`config.mk`:
```
export PLATFORM = sky130hd
export DESIGN_NAME = reg_list_sequencer
export DESIGN_NICKNAME = d
export VERILOG_FILES = /design/src/rtl/reg_list_sequencer.sv
export SDC_FILE = /design/constraint.sdc
export NUM_CORES = 1
export LEC_CHECK = 0
export CAP_MARGIN = 20
export CORE_MARGIN = 4
export CORE_UTILIZATION = 30
export DETAILED_ROUTE_END_ITERATION = 6
export SLEW_MARGIN = 20
export SYNTH_ARGS = -nofsm -noshare
export SYNTH_HDL_FRONTEND = slang
export SYNTH_SLANG_ARGS = --single-unit
```
`constraint.sdc`:
```
create_clock -name i_clk -period 6.2 [get_ports i_clk]
set_clock_uncertainty 0.15 [all_clocks]
set_input_delay 0.93 -clock i_clk [delete_from_list [all_inputs] [get_ports i_clk]]
set_output_delay 0.93 -clock i_clk [all_outputs]
set_load 0.02 [all_outputs]
```
`src/rtl/reg_list_sequencer.sv`:
```
// reg_list_sequencer
//   Walks a 16-bit register list (lowest set bit first) for ARM LDM/STM
//   block transfers. Issues one word access per register over a valid/ready
//   memory handshake, writes loaded words into the register file, feeds the
//   register file read port for stores, and reports the final base value for
//   base-register writeback.
//
// Ports
//   i_clk, i_rst_n        clock, asynchronous active-low reset
//   i_start               begin a transfer (only honoured while idle)
//   i_load/i_up/i_before  LDM vs STM, increment vs decrement, pre vs post index
//   i_reg_list            bit i set = transfer register i
//   i_base_addr           base register value
//   i_mem_ready           memory accepts/completes the current access
//   i_mem_rdata           load data, valid with i_mem_ready
//   i_rf_data_a           register file read port A data
//   o_address_a           read port A address (current register)
//   o_rf_we/o_rf_wr_addr/o_rf_wr_data   register file write port
//   o_mem_req/o_mem_we/o_mem_addr/o_mem_wdata   memory access
//   o_busy, o_done        activity flag and one-cycle completion pulse
//   o_wb_addr, o_count    final base value and number of listed registers
module reg_list_sequencer (
  input  logic        i_clk,
  input  logic        i_rst_n,
  input  logic        i_start,
  input  logic        i_load,
  input  logic        i_up,
  input  logic        i_before,
  input  logic [15:0] i_reg_list,
  input  logic [31:0] i_base_addr,
  input  logic        i_mem_ready,
  input  logic [31:0] i_mem_rdata,
  input  logic [31:0] i_rf_data_a,
  output logic [3:0]  o_address_a,
  output logic [3:0]  o_rf_wr_addr,
  output logic [31:0] o_rf_wr_data,
  output logic        o_rf_we,
  output logic        o_mem_req,
  output logic        o_mem_we,
  output logic [31:0] o_mem_addr,
  output logic [31:0] o_mem_wdata,
  output logic        o_busy,
  output logic        o_done,
  output logic [31:0] o_wb_addr,
  output logic [4:0]  o_count
);

  typedef enum logic [1:0] {S_IDLE, S_XFER, S_WB, S_DONE} state_t;

  state_t      r_state;
  state_t      w_state_next;
  logic        r_load;
  logic [15:0] r_pending;
  logic [31:0] r_addr;
  logic [31:0] r_wb_addr;
  logic [4:0]  r_count;
  logic [3:0]  r_wr_addr;
  logic [31:0] r_wr_data;

  logic [4:0]  w_popcount;
  logic [31:0] w_span;
  logic [31:0] w_first_addr;
  logic [31:0] w_wb_next;
  logic [3:0]  w_cur_idx;
  logic [15:0] w_pending_cleared;

  // Number of registers in the incoming list.
  always_comb begin
    w_popcount = '0;
    for (int i = 0; i < 16; i++) begin
      w_popcount = w_popcount + 5'(i_reg_list[i]);
    end
  end

  assign w_span = {25'd0, w_popcount, 2'b00};

  // The lowest register always lands on the lowest address, so decrementing
  // modes start at the bottom of the block and still walk upwards.
  always_comb begin
    case ({i_up, i_before})
      2'b10:   w_first_addr = i_base_addr;
      2'b11:   w_first_addr = i_base_addr + 32'd4;
      2'b00:   w_first_addr = i_base_addr - w_span + 32'd4;
      default: w_first_addr = i_base_addr - w_span;
    endcase
  end

  assign w_wb_next = i_up ? (i_base_addr + w_span) : (i_base_addr - w_span);

  // Lowest set bit of the pending list; scanning downwards lets the lowest
  // index win.
  always_comb begin
    w_cur_idx = '0;
    for (int i = 15; i >= 0; i--) begin
      if (r_pending[i]) begin
        w_cur_idx = 4'(i);
      end
    end
  end

  // x & (x-1) drops exactly the lowest set bit, i.e. the current register.
  assign w_pending_cleared = r_pending & (r_pending - 16'd1);

  always_ff @(posedge i_clk or negedge i_rst_n) begin
    if (!i_rst_n) begin
      r_state <= S_IDLE;
    end else begin
      r_state <= w_state_next;
    end
  end

  always_comb begin
    w_state_next = r_state;
    case (r_state)
      S_IDLE: begin
        if (i_start) begin
          w_state_next = (i_reg_list != 16'd0) ? S_XFER : S_DONE;
        end
      end
      S_XFER: begin
        if (i_mem_ready) begin
          if (r_load) begin
            w_state_next = S_WB;
          end else begin
            w_state_next = (w_pending_cleared != 16'd0) ? S_XFER : S_DONE;
          end
        end
      end
      S_WB:    w_state_next = (r_pending != 16'd0) ? S_XFER : S_DONE;
      default: w_state_next = S_IDLE;
    endcase
  end

  // Transfer context: latched on an accepted start, advanced on each
  // memory handshake. Load data is captured for the following WB cycle.
  always_ff @(posedge i_clk or negedge i_rst_n) begin
    if (!i_rst_n) begin
      r_load    <= 1'b0;
      r_pending <= '0;
      r_addr    <= '0;
      r_wb_addr <= '0;
      r_count   <= '0;
      r_wr_addr <= '0;
      r_wr_data <= '0;
    end else begin
      case (r_state)
        S_IDLE: begin
          if (i_start) begin
            r_load    <= i_load;
            r_pending <= i_reg_list;
            r_count   <= w_popcount;
            r_addr    <= w_first_addr;
            r_wb_addr <= w_wb_next;
          end
        end
        S_XFER: begin
          if (i_mem_ready) begin
            r_pending <= w_pending_cleared;
            r_addr    <= r_addr + 32'd4;
            if (r_load) begin
              r_wr_addr <= w_cur_idx;
              r_wr_data <= i_mem_rdata;
            end
          end
        end
        default: ;
      endcase
    end
  end

  // Strobes decode from the state register only, so they never glitch with
  // i_start. Store data is the only combinational path through the block.
  always_comb begin
    o_mem_req   = 1'b0;
    o_mem_we    = 1'b0;
    o_mem_addr  = '0;
    o_mem_wdata = '0;
    o_rf_we     = 1'b0;
    o_busy      = (r_state != S_IDLE);
    o_done      = (r_state == S_DONE);
    if (r_state == S_XFER) begin
      o_mem_req  = 1'b1;
      o_mem_we   = ~r_load;
      o_mem_addr = r_addr;
      if (!r_load) begin
        o_mem_wdata = i_rf_data_a;
      end
    end
    if (r_state == S_WB) begin
      o_rf_we = 1'b1;
    end
  end

  assign o_address_a  = w_cur_idx;
  assign o_rf_wr_addr = r_wr_addr;
  assign o_rf_wr_data = r_wr_data;
  assign o_wb_addr    = r_wb_addr;
  assign o_count      = r_count;

endmodule
```
# [Yosys cells after proc, flatten, opt, wreduce, memory -nomap -nowiden]
# Index checks and enable logic that the tools add are counted.
[word_totals] ff_bits=124 latch_bits=0 ram_bits=0 romBits=0 input_bits=119 output_inout_bits=146 word_cells=86 n_memories=0
[op_classes] add_sub_neg=21 n_mul=0 div_mod_pow=0 order_cmp=0 eq_ne=7 n_shift=0 mux=37 bitwise=2 n_reduce_logical=11
[op_table] op="$mux 32" count=6
[op_table] op="$add 32x3->32 const B" count=3
[op_table] op="$pmux 32 s3" count=1
[op_table] op="$mux 4" count=16
[op_table] op="$pmux 32 s2" count=1
[op_table] op="$add 5x1->5" count=11
[op_table] op="$reduce_bool 16->1" count=3
[op_table] op="$add 32x7->32" count=1
[op_table] op="$mux 16" count=2
[op_table] op="$pmux 16 s2" count=1
[op_table] op="$sub 32x7->32" count=1
[op_table] op="$and 16x16->16" count=1
[op_table] op="$sub 16x1->16 const B" count=1
[op_table] op="$mux 2" count=6
[op_table] op="$eq 2x2->1 const B" count=4
[op_table] op="$pmux 2 s3" count=1
[op_table] op="$reduce_and 3->1" count=2
[op_table] op="$add 4x1->5" count=1
[op_table] op="$add 3x1->4" count=1
[op_table] op="$logic_not 2->1" count=2
[op_table] op="$ne 2x2->1 const B" count=2
[op_table] op="$reduce_and 2->1" count=2
[op_table] op="$reduce_bool 2->1" count=2
[op_table] op="$add 2x1->3" count=1
[op_table] op="other kinds (4)" count=6

# [Depth between registers and ports, before layout]
# Gate-level depths: netlist of the first run.
[logic_depth] depth_word=20 depth_mapped=25 ltp_nobuf=23

# [Worst setup path after synthesis of the first run]
# Ideal clock, no wire load.
[synth_timing] kind="input-to-reg" start="input i_reg_list[0]" end="register r_addr[30]" setup_time_ps=132 t_arrival_ps=6513 required_ps=5918 setup_slack_ps=-594 cell_stages=20 path_buffers=0 path_cell_list="inv_1 > fa_1 > fa_1 > fa_1 > fa_1 > inv_1 > ha_1 > fa_1 > xnor2_1 > inv_1 > ha_1 > nor4_1 > o31a_1 > or4_4 > a22oi_2 > nand4_2 > nor4b_4 > nand4_1 > nand3b_1 > or3b_1"
[synth_between] elab_chain_len=20
[synth_lines] item="start: declaration" line="29" source="input logic [15:0] i_reg_list,"
[synth_lines] item="$add 1x1->2 (*)" line="71" source="w_popcount = w_popcount + 5'(i_reg_list[i]);"
[synth_lines] item="$add 2x1->3 (*)" line="71"
[synth_lines] item="$add 3x1->4 (*)" line="71"
[synth_lines] item="$add 4x1->5 (*)" line="71"
[synth_lines] item="$add 5x1->5 (*) (11 in a row)" line="71"
[synth_lines] item="net w_popcount[2]" line="60" source="logic [4:0] w_popcount;"
[synth_lines] item="$sub 32x7->32 (*)" line="83, 84"
[synth_lines] item="$add 32x3->32" line="83" source="2'b00: w_first_addr = i_base_addr - w_span + 32'd4;"
[synth_lines] item="$pmux 32 s3 (*)" line="80" source="case ({i_up, i_before})"
[synth_lines] item="$mux 32 (*)" line="148" source="if (i_start) begin"
[synth_lines] item="$pmux 32 s2 (*)" line="146" source="case (r_state)"
[synth_lines] item="end signal: assignment" line="152" source="r_addr <= w_first_addr;"
[synth_lines] item="end signal: assignment" line="159" source="r_addr <= r_addr + 32'd4;"
[synth_lines] item="end: declaration" line="54" source="logic [31:0] r_addr;"
# The timed path passes the listed nets; every way through them passes the cells marked *. The select of a mux whose other input is x is not followed.
# A chain may end at the register's enable or synchronous reset.

# [Final worst setup path of the first run]
[layout_timing] start="input i_reg_list[9]" end="register r_addr[23]"
[layout_between] elab_chain_len=12
[layout_lines] item="$add 5x1->5 (*) (7 in a row)" line="71"
[layout_lines] item="net w_popcount[1]" line="60"
[layout_lines] item="$sub 32x7->32 (*)" line="83, 84"
[layout_lines] item="$add 32x3->32" line="83"
[layout_lines] item="$pmux 32 s3 (*)" line="80"
[layout_lines] item="$mux 32 (*)" line="148"
[layout_lines] item="$pmux 32 s2 (*)" line="146"
# Marked as above.

==> flow_summary.ini, run 1 <==
[timing]
setup_viol = 19
fin_crit_ps = 6550
setup_slack_ps = -348
slew_violations = 0
relSlewSlack_pct = 38.4
worstMarginPinSlew_ps = 924
fin_crit_sh_pct = 106
hold_viol = 0
fmaxAchievable_mhz = 153
fin_hold_ws_ps = 317
rsz0062_at_grt = true

[logic_synthesis]
yosysMostFrequentCell = nand2_1
synth_warnings = 0
synth.area.top_cells = dfrtp_1 (30%), o21ai_0 (4.9%), and2_1 (4.7%)
synth_seq_cells = 124
syn_area_per_cell_um2 = 7.95
synthArstFlopShare_pct = 100
yosysTopAreaCell = dfrtp_1
ys_types = 87
synth_enable_flop_cells = 0
synth_flop_cell = dfrtp_1
synth_seq_area_share_pct = 30.4
synth_top_area_share_pct = 30.4
synthesis.area_um2 = 10200
syn_nets = 1435
synth_common_cells = nand2_1 (128), dfrtp_1 (124), o21ai_0 (99)
synthCells = 1282

[cts]
ctsHtreeMaxLevel = 4
ctsHoldBuffers = 0
clockRootBuffer = clkbuf_16
cts_buffer_depth = 2
insertion_delay_ps = 430
cts_num_sinks = 124
clk_pin_slew_ps = 70
cts_made_buffers = 17
tritoncts = done

[outcome]
violations = design-rule violations, negative setup slack
outcome = complete, but fails checks

[setup_path]
critPathCaptureType = flip-flop
cp_max_fo = 5
startpoint_type = input pin
critical_path_class = in -> reg
r2r_start = r_state[0]
required_ps = 6370
crit_start = i_reg_list[9]
crit_arrival_ps = 6710

[floorplan]
die_h_um = 192
die_area_um2 = 37000
rows = 67
pin_count = 265
die_width_um = 192
start_util_pct = 30.4
core_um2 = 33500

[detailed_routing]
viasPerCell = 5.30
finalWirelength_um = 40300
first_pass_iters = 7
vias = 11195
wl_per_cell_um = 19.1
drcViolationCount = 1
ant_nets = 0
drtIter0Drc = 908

[final_layout]
syn_to_final_growth_pct = 51.9
num_antenna_cells = 0
final_nets = 1804
drive_gt1_share_pct = 21.9

[hold_path]
hold_path.class = reg -> reg
worstHoldStart = r_addr[0]

[global_routing]
grt-ovfl-total = 0
grt_pass1_vias = 10967
grt_max_degree = 103
antenna_found_initial = 1
grt_first_pass_wirelength_um = 61000
globalRouteTotalUtil_pct = 21.0

[pwr]
power.density_nw_per_um2 = 500
power_w = 0.00774
p_leak_nw = 6.25
ir_drop_v = 0.000264

[flow_run]
cap_violations = 0

[placed_design]
io_buffers = 264
dp_hpwl_um = 30200
gp_congestion = 0.917
preCtsSetupSlack_ps = -1390
-- worst paths after layout --
kind	cells after the start	end	slack, ps
min	2	r_addr[0]	320
min in group asynchronous	1	o_wb_addr[29]	500
min reg2reg	2	r_addr[0]	320
max reg2reg	9	r_addr[27]	2730
max in group asynchronous	2	o_count[0]	4040
max	22	r_addr[23]	-350
-- power by group --
part	total, W	switching (W)	internal, W
Sequential	0.00154	0.000334	0.00121
Clock	0.00104	0.000425	0.000615
Combinational	0.00516	0.00272	0.00245
-- registers in the layout (all words and copies together) (netlist names) --
name / cells
r_addr: 32
r_load: 1
o_count: 5
o_rf_wr_data: 32
r_state: 2
o_wb_addr: 32
o_rf_wr_addr: 4
r_pending: 16
-- stage by stage --
stage / setup TNS (ps) / utilization [%] / cells / area (um^2)
2_1_floorplan: -2480 / - / 1282 / 10300
5_1_grt: -8430 / 46.2 / 2111 / 15500
6_report: -4500 / 46.2 / 2111 / 15500
4_1_cts: -6290 / 45.1 / 2106 / 15100
3_3_place_gp: -45870 / 42.8 / 2060 / 14300
3_5_place_dp: -48930 / 42.8 / 2060 / 14300
-- layout by cell type, fill, tap and decap left out, types with 30 or more instances in the layout --
cell,instances
nand3_1,52
nand2_1,125
xnor2_1,44
mux2_2,36
dfrtp_1,124
nor2_1,86
and2_1,77
nor3_1,30
a21oi_1,93
inv_1,41
o21ai_0,91
buf_4,168
clkdlybuf4s50_1,252
-- logic make-up (layout without fill, tap and decap cells) --
group / Yosys count / after routing / synth area share, %
fa+ha+maj: 36 / 36 / 5.25
mux: 42 / 42 / 4.57
compound gates: 343 / 343 / 20.9
xor+xnor: 79 / 79 / 6.86
buf+inv: 144 / 525 / 5.61
simple gates: 514 / 514 / 26.4
flops: 124 / 124 / 30.4
-- repair_timing --
item,4_1_cts,5_1_grt
gates resized for setup,72,67
buffers inserted,15,9
endpoints found under the setup margin,47,41
pin swaps,39,50
endpoints found under the hold margin,0,0
-- worst max-delay path, stage by stage --
cell	delay (ps)
buf_8	80
inv_4	30
fa_2	600
fa_2	450
fa_2	550
fa_1	420
inv_2	80
ha_4	130
fa_2	450
buf_6	140
fa_2	370
buf_6	130
or2_4	240
a211oi_4	430
o21ai_2	140
a22oi_2	250
nand4_1	190
or4b_4	630
buf_6	150
nor2_4	70
xor2_1	160
o21ai_1	80
-- layer usage --
metal  up-vias  part of all wire [%]  track usage, %
li1       5311                     -               -
met1      5407                    43            26.8
met2       397                    49            35.9
met3        78                   5.7            3.67
met4         2                   3.1            7.19
met5         -                 0.032               0
-- final cells by class --
type                       count  area, um^2
multi-input combinational   1014        7050
timing repair buffer         438        3960
clock buffer                  19         453
tap                          448         561
sequential                   124        3100
fill                        3291       18000
inverter                      56         223
clock inverter                12         136
Power figures use the tool's default switching activity.
==> run 2, diff against run 1 <==
--- a/config.mk
+++ b/config.mk
@@ -6,7 +6,7 @@
 export NUM_CORES = 1
 export LEC_CHECK = 0
 export CAP_MARGIN = 20
-export CORE_MARGIN = 4
+export CORE_MARGIN = 2
 export CORE_UTILIZATION = 30
 export DETAILED_ROUTE_END_ITERATION = 6
 export SLEW_MARGIN = 20
==> run 2 against run 1 <==
  * The run ends with negative setup slack left
  * Register-to-register slack better by 160 ps
  * Flip-flop and latch count did not move
  * Non-clock buffer count decreased by 8
  * Global-route usage rose by 0.56 points
  * Largest power group unchanged
==> flow_summary.ini, run 2 (synthesized netlist as in run 1, its figures left out) <==
[outcome]
outcome = complete, but fails checks
violations = negative setup slack

[final_layout]
num_antenna_cells = 0
final_nets = 1796
fill_cells = 3317
syn_to_final_growth_pct = 52.9
mostFrequentLayoutCells = clkdlybuf4s50_1 (254), buf_4 (154), nand2_1 (126), dfrtp_1 (124)
final_common_cell = clkdlybuf4s50_1
drive_gt1_share_pct = 22.0
final_util_pct = 46.5

[setup_path]
crit_arrival_ps = 6670
startpoint_type = input pin
worstPathCellList = buf_8 > inv_4 > fa_1 > fa_2 > fa_2 > fa_1 > inv_2 > ha_4 > fa_2 > buf_4 > ha_4 > nor2_4 > o311a_4 > or4_4 > a22oi_2 > nand4_1 > buf_4 > buf_4 > nor3_4 > xnor2_1 > a211oi_1 > buf_4 > a311oi_2
critical_path_class = in -> reg
required_ps = 6400
cp_slowest_cell = fa_2
cp_max_fo = 3
critPathCaptureType = flip-flop
crit_top_cell = buf_4
critPathMaxStageDelay_ps = 590

[cts]
clockRootBuffer = clkbuf_16
cts_buffer_depth = 2
tritoncts = done
ctsHoldBuffers = 0
cts_made_buffers = 17
ctsHtreeMaxLevel = 4
insertion_delay_ps = 440
cts_num_sinks = 124
clk_pin_slew_ps = 70

[detailed_routing]
drtIter0Drc = 855
ant_nets = 0
vias = 11191
finalWirelength_um = 39500
wl_per_cell_um = 18.8
drcViolationCount = 0
first_pass_iters = 6
viasPerCell = 5.32

[floorplan]
pin_count = 265
rows = 67
die_area_um2 = 35500
start_util_pct = 30.4
die_width_um = 188
die_h_um = 188
core_um2 = 33500

[flow_run]
cap_violations = 0

[global_routing]
grt_max_degree = 77
globalRouteTotalUtil_pct = 21.6
grt_pass1_vias = 10899
grt-ovfl-total = 0
antenna_found_initial = 0
grt_first_pass_wirelength_um = 60400

[timing]
slew_violations = 0
hold_viol = 0
setup_viol = 17
relSlewSlack_pct = 26.7
worstMarginPinSlew_ps = 1100
fin_hold_ws_ps = 325
fin_crit_sh_pct = 104
tns_ps = -2870
fmaxAchievable_mhz = 155
fin_crit_ps = 6470
setup_slack_ps = -272
rsz0062_at_grt = true

[pwr]
p_leak_nw = 6.24
power.density_nw_per_um2 = 497
ir_drop_v = 0.000236
power_w = 0.00775

[placed_design]
io_buffers = 264
gp_congestion = 0.959
dp_hpwl_um = 29500

[hold_path]
hold_path.class = reg -> reg
run 2: cell types whose count changed in the layout (fill, tap and decap cells not counted), moves of 4 or more:
cell,before,now
a211oi_1,6,10
a211oi_2,6,2
buf_4,168,154
buf_6,10,16
nor3_1,30,26
xor2_1,28,24
xor2_2,1,5
run 2: critical path: cells and delay by family:
kind | cells | cell delay, ps
compound gates | 4 | 940
xor+xnor | 1 | 140
fa+ha+maj | 7 | 2920
buf+inv | 7 | 860
simple gates | 4 | 870
run 2: final cells by class:
class | count | area, um^2 | share of cell area [%]
Tap cell | 448 | 561 | 3.60
Timing Repair Buffer | 430 | 3930 | 25.2
Clock inverter | 14 | 209 | 1.34
Inverter | 56 | 223 | 1.43
Sequential cell | 124 | 3100 | 19.9
Multi-Input combinational cell | 1014 | 7130 | 45.8
Clock buffer | 18 | 429 | 2.75
run 2: routing by layer:
layer	global-route usage, %	vias to the layer above	share of wire [%]	wire length, um
li1	-	5297	-	-
met5	0	-	0	0
met3	3.80	96	5.7	2240
met1	27.0	5364	42	16600
met4	7.69	0	3.6	1430
met2	37.3	434	49	19200
run 2: worst paths after layout:
| check | from | to | slack (ps) | depth (start not counted) |
|---|---|---|---|---|
| max in group asynchronous | i_rst_n | r_addr[7] | 4360 | 2 |
| worst max-delay path | i_reg_list[3] | r_addr[14] | -270 | 23 |
| worst min-delay path | r_addr[0] | r_addr[0] | 320 | 2 |
| worst max register to register | r_state[1] | r_addr[7] | 2890 | 10 |
| worst min register to register | r_addr[0] | r_addr[0] | 320 | 2 |
| min in group asynchronous | i_rst_n | o_rf_wr_data[27] | 390 | 1 |
run 2: power by group:
| group | internal [W] | switching, W |
|---|---|---|
| sequential | 0.00121 | 0.000330 |
| combinational | 0.00242 | 0.00268 |
| clock | 0.000683 | 0.000424 |
| total | 0.00431 | 0.00344 |
run 2: repair_timing:
action                                 CTS  global route
endpoints found under the hold margin    0             0
setup endpoints to repair               44            37
setup buffers                           12            11
gates resized for setup                 71            84
pin swaps                               31            51
run 2: through the flow:
step	std cells	setup WS [ps]	area [um^2]
2_1_floorplan	1282	-345	10300
3_3_place_gp	2050	-1300	14300
3_5_place_dp	2050	-1340	14300
4_1_cts	2094	-287	15100
5_1_grt	2104	-440	15600
6_report	2104	-272	15600
